File: src/rtl/cond_unit_mt.sv
// Execute-stage ARM condition unit with NUM_CTX independent NZCV flag contexts.
// Optional squashed-instruction counter enabled by defining COND_PERF_CNT_EN.
module cond_unit_mt #(
  parameter int unsigned NUM_CTX = 2,
  parameter int unsigned CTX_W   = 1,
  parameter int unsigned CNT_W   = 16
) (
  input  logic             CLK,
  input  logic             RESET,
  input  logic             ValidE,
  input  logic             StallE,
  input  logic             FlushE,
  input  logic [CTX_W-1:0] CtxE,
  input  logic [3:0]       CondE,
  input  logic [3:0]       ALUFlags,
  input  logic [1:0]       FlagWE,
  input  logic             PCSE,
  input  logic             RegWE,
  input  logic             MemWE,
  output logic             PCSrcE,
  output logic             RegWriteE,
  output logic             MemWriteE,
  output logic             CondExE,
  output logic [3:0]       FlagsE,
  output logic [CNT_W-1:0] SquashCnt
);

  localparam int unsigned FLAG_W = 4;

  localparam logic [3:0] COND_EQ = 4'h0;
  localparam logic [3:0] COND_NE = 4'h1;
  localparam logic [3:0] COND_CS = 4'h2;
  localparam logic [3:0] COND_CC = 4'h3;
  localparam logic [3:0] COND_MI = 4'h4;
  localparam logic [3:0] COND_PL = 4'h5;
  localparam logic [3:0] COND_VS = 4'h6;
  localparam logic [3:0] COND_VC = 4'h7;
  localparam logic [3:0] COND_HI = 4'h8;
  localparam logic [3:0] COND_LS = 4'h9;
  localparam logic [3:0] COND_GE = 4'hA;
  localparam logic [3:0] COND_LT = 4'hB;
  localparam logic [3:0] COND_GT = 4'hC;
  localparam logic [3:0] COND_LE = 4'hD;
  localparam logic [3:0] COND_AL = 4'hE;

  logic [FLAG_W-1:0] flags_q [NUM_CTX];
  logic [FLAG_W-1:0] flags_d [NUM_CTX];

  logic              ctx_ok_c;
  logic [FLAG_W-1:0] sel_flags_c;
  logic              cond_pass_c;
  logic              cond_ok_c;
  logic              live_c;
  logic              commit_c;
  logic              flag_n, flag_z, flag_c, flag_v;

  // Context lookup; out-of-range selects read as all-zero and never pass.
  always_comb begin
    ctx_ok_c    = 1'b0;
    sel_flags_c = '0;
    for (int i = 0; i < int'(NUM_CTX); i++) begin
      if (CtxE == CTX_W'(i)) begin
        ctx_ok_c    = 1'b1;
        sel_flags_c = flags_q[i];
      end
    end
  end

  assign flag_n = sel_flags_c[3];
  assign flag_z = sel_flags_c[2];
  assign flag_c = sel_flags_c[1];
  assign flag_v = sel_flags_c[0];

  // Condition decode against stored flags only (no ALU bypass).
  always_comb begin
    cond_pass_c = 1'b0;
    case (CondE)
      COND_EQ: cond_pass_c = flag_z;
      COND_NE: cond_pass_c = ~flag_z;
      COND_CS: cond_pass_c = flag_c;
      COND_CC: cond_pass_c = ~flag_c;
      COND_MI: cond_pass_c = flag_n;
      COND_PL: cond_pass_c = ~flag_n;
      COND_VS: cond_pass_c = flag_v;
      COND_VC: cond_pass_c = ~flag_v;
      COND_HI: cond_pass_c = flag_c & ~flag_z;
      COND_LS: cond_pass_c = ~flag_c | flag_z;
      COND_GE: cond_pass_c = (flag_n == flag_v);
      COND_LT: cond_pass_c = (flag_n != flag_v);
      COND_GT: cond_pass_c = ~flag_z & (flag_n == flag_v);
      COND_LE: cond_pass_c = flag_z | (flag_n != flag_v);
      COND_AL: cond_pass_c = 1'b1;
      default: cond_pass_c = 1'b0;
    endcase
  end

  assign live_c    = ValidE & ~FlushE & ~RESET;
  assign cond_ok_c = ctx_ok_c & cond_pass_c;
  assign commit_c  = live_c & cond_ok_c & ~StallE;

  // Request gating is combinational; stall gating belongs to the hazard unit.
  assign CondExE   = live_c & cond_ok_c;
  assign PCSrcE    = CondExE & PCSE;
  assign RegWriteE = CondExE & RegWE;
  assign MemWriteE = CondExE & MemWE;
  assign FlagsE    = sel_flags_c;

  // Group-wise flag commit into the selected context only.
  always_comb begin
    for (int i = 0; i < int'(NUM_CTX); i++) begin
      flags_d[i] = flags_q[i];
      if (commit_c && (CtxE == CTX_W'(i))) begin
        if (FlagWE[1]) flags_d[i][3:2] = ALUFlags[3:2];
        if (FlagWE[0]) flags_d[i][1:0] = ALUFlags[1:0];
      end
    end
  end

  always_ff @(posedge CLK or posedge RESET) begin
    if (RESET) begin
      for (int i = 0; i < int'(NUM_CTX); i++) flags_q[i] <= '0;
    end else begin
      for (int i = 0; i < int'(NUM_CTX); i++) flags_q[i] <= flags_d[i];
    end
  end

`ifdef COND_PERF_CNT_EN
  logic [CNT_W-1:0] squash_cnt_q;
  logic [CNT_W-1:0] squash_cnt_d;

  // Saturating count of live instructions that fail their condition.
  always_comb begin
    squash_cnt_d = squash_cnt_q;
    if (live_c && !cond_ok_c && !StallE && !(&squash_cnt_q)) begin
      squash_cnt_d = squash_cnt_q + CNT_W'(1);
    end
  end

  always_ff @(posedge CLK or posedge RESET) begin
    if (RESET) squash_cnt_q <= '0;
    else       squash_cnt_q <= squash_cnt_d;
  end

  assign SquashCnt = squash_cnt_q;
`else
  assign SquashCnt = '0;
`endif

endmodule

File: config.mk
export PLATFORM = sky130hd
export DESIGN_NAME = cond_unit_mt
export DESIGN_NICKNAME = d
export VERILOG_FILES = /design/src/rtl/cond_unit_mt.sv
export SDC_FILE = /design/constraint.sdc
export NUM_CORES = 1
export LEC_CHECK = 0
export ABC_AREA = 1
export CAP_MARGIN = 40
export CELL_PAD_IN_SITES_DETAIL_PLACEMENT = 1
export CELL_PAD_IN_SITES_GLOBAL_PLACEMENT = 1
export CORE_MARGIN = 2
export CORE_UTILIZATION = 28
export CTS_CLUSTER_SIZE = 20
export DETAILED_ROUTE_END_ITERATION = 7
export HOLD_SLACK_MARGIN = 0.08
export PLACE_DENSITY = 0.77
export SYNTH_ARGS = -nofsm -noshare
export SYNTH_HDL_FRONTEND = slang
export SYNTH_SLANG_ARGS = --single-unit
File: constraint.sdc
create_clock -name CLK -period 1.92 [get_ports CLK]
set_clock_uncertainty 0.1 [all_clocks]
set_input_delay 0.192 -clock CLK [delete_from_list [all_inputs] [get_ports CLK]]
set_output_delay 0.192 -clock CLK [all_outputs]
set_load 0.01 [all_outputs]
==> results.txt, run 1 <==
first-pass GRT wire length: 5030 µm
Clock Root Buffer: clkbuf_4
worst skew pair latency: 0.27 ns
power per cell area: 559.4 nW/µm²
CP peak stage delay: 0.40 ns
Seq/Total Area, Yosys: 0.2025
worst vdd ir: 0.2862 mV
Post-Synth Simple-Gate Area: 0.4848
post-route clock period utilization: 0.9967
Pre-Repair DR Iteration Count: 4
max reg flops: 8
IO Pins: 43
Cell Area, Synth: 988.4 µm²
Synthesis Warnings: 0
final WL: 2919 µm
GRT Total Usage: 0.1589
die width: 63.42 µm
most frequent cells in the layout: nand2_1 (23), buf_4 (22), inv_1 (19)
Slowest-stage cell, CP: dfrtp_1
post-synth top area share: 0.2025
Critical Path RT: 1.63 ns
Clk pwr share: 0.168
cts bufs inserted: 3
Synth area leader: dfrtp_1
CP max FO: 4
Initial Utilization: 0.2939
Placer Congestion: 0.8281
critical path class: flip-flop to output port
Crit. End Element: output port
Pleak: 0.8051 nW
Net Sw Power: 0.0003364 W
number of diodes: 0
Clock Path Buffers: 2
largest family of logic cells by synthesized area: simple AND/OR/NAND/NOR gates
# DRC: 0
Setup crit start kind: flip-flop
vias in the first global route: 1073
layout cell share with drive strength beyond 1: 0.3889
Synth Area in XOR/XNOR: 0
Starting DRT DRC Count: 47
Final nets: 219
clock sink total: 8
core box area: 3363 µm²
total gr overflow: 0
CTS tree: built
final hold viol count: 0
maximum clock rate: 0.5225 GHz
Buffers on Ports: 26
Pins Over Slew Limit: 0
Top reg by flops: flags_q
adder-cell share of the synthesized area: 0
Cell Int Power: 0.0005042 W
Avg Inst Size Synth: 6.724 µm²
die area: 4021 µm²
Overall Power: 0.0008407 W
Crit path arrival time: 1.62 ns
RSZ-0062 raised after global routing: yes
Top Registers: flags_q: 8 flops
area growth from synthesis to layout: 52.03%
Final Setup Violations: 0
Die Ht: 63.42 µm
Final min period: 1.914 ns
initial antenna violation count: 0
Netlist cell types: 21
antenna-violating nets left: 0
HP Class: primary input to async pin
Max H-tree Level: 1
most frequent CP cell: nand2_4
logic gate share of total power: 0.545
WP buf/inv: 2
WHS: 0.2106 ns
multiplexer area fraction after synthesis: 0
Vias/cell: 4.209
post-synthesis compound-gate area fraction: 0.06582
DR vias: 1027
sw frac: 0.4002
Max-cap violations: 0
Clock transition at path regs: 0.06 ns
sequential share of power: 0.287
# rows: 21
Yosys reg bits: 8
dpl hpwl: 2386 µm
Post-Syn Instances: 147
most common cell after layout, fill and taps aside: nand2_1
Top Family by Delay on Critical Path: simple AND/OR/NAND/NOR gates
outcome: finished clean
worst path cell trace: inv_2 -> nand2_2 -> nand2_4 -> nor2_1 -> nor2_1 -> nand3_2 -> nor2_4 -> nand2_4 -> nand2_4 -> nor2_2 -> buf_2
largest net degree at the start of global routing: 9
drt wl/cell: 11.96 µm
main area contributors after synthesis: dfrtp_1 (20%), buf_4 (12%), nand2_1 (12%)
## power by group through the flow
stage,registers [W],clock network [W],logic (W)
5_1_grt,0.000247,0.000157,0.000507
6_report,0.000242,0.000141,0.000458
3_3_place_gp,0.000237,0,0.000400
4_1_cts,0.000241,0.000145,0.000447
2_1_floorplan,0.000230,0,0.000253
3_5_place_dp,0.000239,0,0.000413
## cells in the mapped netlist, drive strengths merged
cell	count
conb	1
dfrtp	8
inv	27
o21bai	8
nand4	2
nor2	14
buf	17
nor3b	1
nor3	3
nand3	18
o21ai	1
nand2	47
## worst register-to-register path, stage by stage (launching register included)
cell      delay, ns
dfrtp_1        0.40
inv_2          0.08
nand2_2        0.06
nand2_4        0.10
nand2_4        0.06
nand3_2        0.06
nand3_1        0.08
nand2_2        0.08
inv_2          0.04
nand2_4        0.07
buf_4          0.15
nand4_4        0.12
o21bai_1       0.19
nand2_1        0.07
## cell type report
type,count,area (µm²)
Clock buffer,3,22.52
Sequential cell,8,200.2
Timing Repair Buffer,50,427.9
Inverter,27,108.9
Fill cell,478,1861
Multi-Input combinational cell,110,685.7
Tap cell,46,57.56
## per-layer routing
layer | wire (µm) | up-vias | part of all wire | global-route usage
met3 | 107 | 3 | 0.037 | 0.01607
met1 | 1099 | 480 | 0.38 | 0.1773
li1 | - | 520 | - | -
met4 | 43 | 0 | 0.015 | 0.05707
met5 | 0 | - | 0 | 0
met2 | 1668 | 24 | 0.57 | 0.3066
## stage by stage
step / TNS [ns] / area, µm² / util / worst slack, ns / std cells
2_1_floorplan: 0 / 1045 / - / 0.3759 / 162
3_3_place_gp: -4.407 / 1374 / 0.4085 / -0.5536 / 236
3_5_place_dp: -5.724 / 1374 / 0.4085 / -0.6780 / 236
4_1_cts: -0.1488 / 1469 / 0.4368 / -0.04296 / 243
5_1_grt: -0.3569 / 1503 / 0.4468 / -0.09084 / 244
6_report: 0 / 1503 / 0.4468 / 0.006303 / 244
## what timing repair did
action,CTS,global route
pin swaps,8,9
hold buffers,0,0
buffers inserted,4,1
setup endpoints to repair,16,10
gates resized for setup,47,6
## path summary, 6_finish.rpt
kind	from	slack [ns]	depth (start not counted)	endpoint
max in group asynchronous	RESET	1.27	3	flags_q[1]
setup reg to reg	flags_q[3]	0.13	13	flags_q[5]
hold reg to reg	flags_q[2]	0.54	3	flags_q[2]
hold / removal	RESET	0.21	3	flags_q[3]
setup / recovery	flags_q[3]	0.006	11	RegWriteE
min in group CLK	ALUFlags[3]	0.41	3	flags_q[3]
## kinds of logic (layout without fill, tap and decap cells)
family | count (synthesis) | count (layout)
AND/OR/NAND/NOR | 85 | 85
buffers and inverters | 44 | 80
AO/OA/AOI/OAI | 9 | 9
flip-flops | 8 | 8
other | 1 | 16
No activity file was read; power rests on OpenSTA's default activity.
==> run 2: changes to the inputs <==
--- a/config.mk
+++ b/config.mk
@@ -10,11 +10,11 @@
 export CELL_PAD_IN_SITES_DETAIL_PLACEMENT = 1
 export CELL_PAD_IN_SITES_GLOBAL_PLACEMENT = 1
 export CORE_MARGIN = 2
-export CORE_UTILIZATION = 28
+export CORE_UTILIZATION = 30
 export CTS_CLUSTER_SIZE = 20
 export DETAILED_ROUTE_END_ITERATION = 7
 export HOLD_SLACK_MARGIN = 0.08
-export PLACE_DENSITY = 0.77
+export PLACE_DENSITY = 0.82
 export SYNTH_ARGS = -nofsm -noshare
 export SYNTH_HDL_FRONTEND = slang
 export SYNTH_SLANG_ARGS = --single-unit
==> constraint.sdc (replaced) <==
create_clock -name CLK -period 2.25 [get_ports CLK]
set_clock_uncertainty 0.1 [all_clocks]
set_input_delay 0.225 -clock CLK [delete_from_list [all_inputs] [get_ports CLK]]
set_output_delay 0.225 -clock CLK [all_outputs]
set_load 0.01 [all_outputs]
==> results.txt, run 2 (synthesized netlist as in run 1, its figures left out) <==
IO Pins: 43 (unchanged)
antenna-violating nets left: 0 (unchanged)
die area: 3770 µm² (-6.3%)
first-pass GRT wire length: 4105 µm (-18%)
WHS: 0.1790 ns (-0.03163 ns)
Placer Congestion: 0.8478 (+2.4%)
Clock Root Buffer: clkbuf_4
most common cell after layout, fill and taps aside: nand2_1
Final Setup Violations: 0 (unchanged)
Max H-tree Level: 1 (unchanged)
maximum clock rate: 0.4678 GHz
CTS tree: built
HP Class: primary input to async pin
met1 WL: 1061 µm (-3.5%)
outcome: finished clean
cts bufs inserted: 3 (unchanged)
worst path cell trace: inv_1 -> nand2_2 -> nand2_2 -> nor2_1 -> nor2_1 -> nand3_1 -> nor2_2 -> nand2_4 -> nand2_2 -> nor2_1 -> dlygate4sd2_1
vias in the first global route: 1002 (-6.6%)
post-route clock period utilization: 0.9500
met3 wire length: 95 µm (-11%)
worst vdd ir: 0.2769 mV (-3.2%)
GRT Total Usage: 0.1474 (-0.01156)
Setup Fix Bufs, Post-CTS: 0 (-4)
Clock Path Buffers: 2 (unchanged)
Reg2Reg Setup Slack: 0.46 ns (+0.33 ns)
dpl hpwl: 2304 µm (-3.4%)
largest net degree at the start of global routing: 9 (unchanged)
critical path depth in cells: 11 (unchanged)
final WL: 2647 µm (-9.3%)
R2R Path Start: flags_q[7]
Slowest-stage cell, CP: dfrtp_1
non-filler cells, final: 232 (-4.9%)
Final nets: 209 (-4.6%)
final hold viol count: 0 (unchanged)
critical path class: flip-flop to output port
Max-cap violations: 0 (unchanged)
# rows: 20 (-4.8%)
Top reg by flops: flags_q
cts hold-fix bufs: 0 (unchanged)
CP Launch Point: flags_q[7]
total gr overflow: 0 (unchanged)
RSZ-0062 raised after global routing: no
power per cell area: 463.5 nW/µm² (-17%)
Clock transition at path regs: 0.05 ns (about the same)
# DRC: 0 (unchanged)
depth of the worst register-to-register path: 13 (unchanged)
number of diodes: 0 (unchanged)
die width: 61.40 µm (-3.2%)
Critical Path End: MemWriteE
Crit. End Element: output port
Top Registers: flags_q: 8 flops
clock sink total: 8 (unchanged)
Final min period: 2.138 ns
CP max FO: 4 (unchanged)
Die Ht: 61.40 µm (-3.2%)
area growth from synthesis to layout: 38.86%
Critical Path RT: 1.92 ns (+0.29 ns)
post-route cell area: 1373 µm² (-8.7%)
Max Used Layer: met4
Reg2Reg Capture Point: flags_q[5]
CP peak stage delay: 0.39 ns (about the same)
worst setup margin: 0.1125 ns (+0.1062 ns)
DR vias: 1004 (-2.2%)
dpl ws: -0.3424 ns (+0.3356 ns)
drt wl/cell: 11.41 µm (-4.6%)
Top Family by Delay on Critical Path: simple AND/OR/NAND/NOR gates
Crit path arrival time: 1.81 ns (+0.19 ns)
Pins Over Slew Limit: 0 (unchanged)
Pre-Repair DR Iteration Count: 2 (-2)
Initial Utilization: 0.3185 (+0.02465)
Setup crit start kind: flip-flop
Vias/cell: 4.328 (+2.8%)
Pleak: 0.7837 nW (-2.7%)
Starting DRT DRC Count: 17 (-64%)
Placed Cells: 228 (-3.4%)
initial antenna violation count: 0 (unchanged)
core box area: 3103 µm² (-7.7%)
placed inst area: 1326 µm² (-3.5%)
WP buf/inv: 2 (unchanged)
max reg flops: 8 (unchanged)
worst skew pair latency: 0.25 ns (-0.02 ns)
Buffers on Ports: 26 (unchanged)
most frequent cells in the layout: nand2_1 (31), inv_1 (23), clkdlybuf4s50_1 (17)
met2 wire len: 1464 µm (-12%)
layout cell share with drive strength beyond 1: 0.2500 (-0.1389)
[run 2: cell count changes in the layout (fill, tap and decap cells not counted), moves of 4 or more]
cell	before	now
nand2_1	23	31
inv_2	7	3
inv_1	19	23
dlymetal6s2s_1	0	4
buf_4	22	12
nand2_2	13	8
[run 2: per-stage QoR]
stage                     utilization  total power, W  TNS, ns
final                          0.4423       0.0006361        0
after global routing           0.4423       0.0006836        0
after CTS                      0.4371       0.0006431        0
after detailed placement       0.4274       0.0005309   -1.316
after global placement         0.4274       0.0005192   -1.172
after floorplan                     -       0.0004122        0
[run 2: report_power, final]
group	total [W]	internal (W)	switching [W]	leakage, nW
registers	0.000200	0.000176	0.0000236	0.0818
clock network	0.000106	0.0000608	0.0000457	0.0138
logic	0.000330	0.000152	0.000178	0.688
[run 2: area by class of cell]
class / instances / area, µm²
fill: 425 / 1730
multi-input combinational: 110 / 614.3
timing repair buffer: 40 / 371.6
sequential: 8 / 200.2
inverter: 27 / 108.9
tap: 44 / 55.05
clock buffer: 3 / 22.52
[run 2: worst min-delay path by stage]
stage / start / to / slack, ns / cells past startpoint
after global routing: RESET / flags_q[7] / 0.20 / 2
after detailed placement: RESET / flags_q[3] / 0.46 / 2
final: RESET / flags_q[3] / 0.18 / 2
after CTS: RESET / flags_q[3] / 0.19 / 2
after floorplan: RESET / flags_q[0] / -0.06 / 1
after global placement: RESET / flags_q[3] / 0.43 / 2
[run 2: metal layers]
| layer | up-vias | track usage |
|---|---|---|
| li1 | 503 | - |
| met3 | 6 | 0.01681 |
| met4 | 0 | 0.04255 |
| met1 | 472 | 0.1613 |
| met5 | - | 0 |
| met2 | 23 | 0.2933 |
[run 2: worst register-to-register path: cells and delay by family, from the launching register on]
family | cells | cell delay, ns
buf+inv | 2 | 0.25
flops | 1 | 0.39
simple gates | 11 | 0.92
[run 2: repair_timing]
| item | in CTS | in global routing |
|---|---|---|
| setup endpoints to repair | 4 | 4 |
| gates resized for setup | 8 | 7 |
| pin swaps | 1 | 1 |
| hold endpoints to repair | 0 | 0 |
| gates cloned | 1 | 0 |
==> run 3: changes to the inputs <==
--- a/config.mk
+++ b/config.mk
@@ -15,6 +15,7 @@
 export DETAILED_ROUTE_END_ITERATION = 7
 export HOLD_SLACK_MARGIN = 0.08
 export PLACE_DENSITY = 0.82
+export REMOVE_ABC_BUFFERS = 1
 export SYNTH_ARGS = -nofsm -noshare
 export SYNTH_HDL_FRONTEND = slang
 export SYNTH_SLANG_ARGS = --single-unit
==> results.txt, run 3 (synthesized netlist as in run 1, its figures left out) <==
Overall Power: 0.0006737 W (+5.9%)
worst vdd ir: 0.2961 mV (+6.9%)
CP Launch Point: CtxE
dpl hpwl: 2354 µm (+2.2%)
most frequent cells in the layout: nand2_1 (27), inv_1 (23), clkdlybuf4s50_1 (22)
number of diodes: 0 (unchanged)
Critical Path RT: 1.92 ns (about the same)
first-pass GRT wire length: 4471 µm (+8.9%)
Final min period: 2.174 ns (+0.03663 ns)
Crit path arrival time: 1.85 ns (+0.04 ns)
IO Pins: 43 (unchanged)
depth of the worst register-to-register path: 14 (+1)
final hold viol count: 0 (unchanged)
Cell Int Power: 0.0004009 W (+3.0%)
core box area: 3103 µm² (unchanged)
total gr overflow: 0 (unchanged)
initial antenna violation count: 0 (unchanged)
Clock Path Buffers: 2 (unchanged)
Final Setup Violations: 0 (unchanged)
R2R Path Start: flags_q[3]
Pre-Repair DR Iteration Count: 2 (unchanged)
most common cell after layout, fill and taps aside: nand2_1
layout cell share with drive strength beyond 1: 0.3032 (+0.05319)
final WL: 2781 µm (+5.1%)
power per cell area: 468.6 nW/µm² (+1.1%)
CTS tree: built
Starting DRT DRC Count: 10 (-7)
Clk pwr share: 0.169 (+0.002)
cts bufs inserted: 3 (unchanged)
maximum clock rate: 0.4599 GHz (-1.7%)
worst skew pair latency: 0.26 ns (about the same)
vias in the first global route: 1065 (+6.3%)
largest net degree at the start of global routing: 9 (unchanged)
Top reg by flops: flags_q
critical path class: primary input to output port
Buffers on Ports: 26 (unchanged)
RSZ-0062 raised after global routing: yes
GRT Total Usage: 0.1617 (+0.01433)
Setup crit start kind: primary input
max reg flops: 8 (unchanged)
Net Sw Power: 0.0002728 W (+10%)
Reg2Reg Capture Point: flags_q[6]
clock sink total: 8 (unchanged)
Top Registers: flags_q: 8 flops
Max H-tree Level: 1 (unchanged)
sequential share of power: 0.298 (-0.016)
logic gate share of total power: 0.533 (+0.014)
die width: 61.40 µm (unchanged)
worst-margin pin slew: 0.7277 ns
Vias/cell: 4.315 (-0.30%)
antenna-violating nets left: 0 (unchanged)
Pins Over Slew Limit: 0 (unchanged)
Max-cap violations: 0 (unchanged)
Initial Utilization: 0.3185 (unchanged)
# DRC: 0 (unchanged)
WHS: 0.1499 ns (-0.02913 ns)
Pleak: 0.7573 nW (-3.4%)
DR vias: 1001 (-0.30%)
cts hold-fix bufs: 0 (unchanged)
# rows: 20 (unchanged)
Clock Root Buffer: clkbuf_4
Clock transition at path regs: 0.06 ns (about the same)
Reg2Reg Setup Slack: 0.39 ns (-0.07 ns)
HP Class: primary input to async pin
Crit. End Element: output port
drt wl/cell: 11.99 µm (+5.1%)
CP max FO: 8 (+4)
area growth from synthesis to layout: 45.44%
Placer Congestion: 0.8663 (+2.2%)
Die Ht: 61.40 µm (unchanged)
die area: 3770 µm² (unchanged)
Slew headroom: 0.5138
post-route clock period utilization: 0.9663 (+0.01628)
Final nets: 209 (unchanged)
sw frac: 0.4049 (+0.01663)
outcome: finished clean
-- run 3: per-layer routing --
metal	GRT usage	vias up	part of all wire	wire, µm
li1	-	500	-	-
met1	0.1679	474	0.39	1071
met2	0.3328	23	0.57	1584
met3	0.01261	4	0.034	95
met4	0.05471	0	0.010	29
met5	0	-	0	0
-- run 3: how the worst max path moves through the flow --
stage / endpoint / slack, ns / cells after the start
2_1_floorplan: MemWriteE / 0.67 / 11
3_3_place_gp: RegWriteE / -0.28 / 15
3_5_place_dp: MemWriteE / -0.39 / 15
4_1_cts: PCSrcE / -0.01 / 15
5_1_grt: MemWriteE / -0.008 / 14
6_report: MemWriteE / 0.08 / 14
-- run 3: power by group through the flow --
stage,combinational (W),clock [W],sequential [W]
6_report,0.000359,0.000114,0.000201
5_1_grt,0.000394,0.000127,0.000205
4_1_cts,0.000333,0.000118,0.000201
3_5_place_dp,0.000328,0,0.000203
3_3_place_gp,0.000315,0,0.000201
2_1_floorplan,0.000191,0,0.000196
-- run 3: timing repair --
item | CTS | global route
resized for setup | 13 | 26
endpoints found under the setup margin | 4 | 4
pin swaps | 1 | 5
buffers inserted | 1 | 1
-- run 3: area by class of cell --
type	count	area [µm²]
multi-input combinational	110	683.2
clock buffer	3	22.52
tap	44	55.05
sequential	8	200.2
timing repair buffer	40	367.9
fill	432	1665
inverter	27	108.9
-- run 3: worst max-delay path: stages --
cell	delay [ns]
clkdlybuf4s50_1	0.49
buf_6	0.15
inv_8	0.06
nand2_4	0.07
nand2_4	0.06
nand2_4	0.09
buf_4	0.11
nand3_1	0.07
nand2_2	0.09
nor2_4	0.05
nand2_4	0.07
nand2_8	0.07
nor2_4	0.14
buf_6	0.11
-- run 3: through the flow --
step / area (µm²) / utilization / setup TNS (ns) / std cells / worst slack, ns
after floorplan: 913.4 / - / 0 / 145 / 0.6730
after global placement: 1319 / 0.4250 / -1.087 / 227 / -0.2794
after detailed placement: 1319 / 0.4250 / -1.537 / 227 / -0.3918
after CTS: 1359 / 0.4379 / -0.02181 / 231 / -0.01425
after global routing: 1438 / 0.4633 / -0.007998 / 232 / -0.007998
final: 1438 / 0.4633 / 0 / 232 / 0.07584
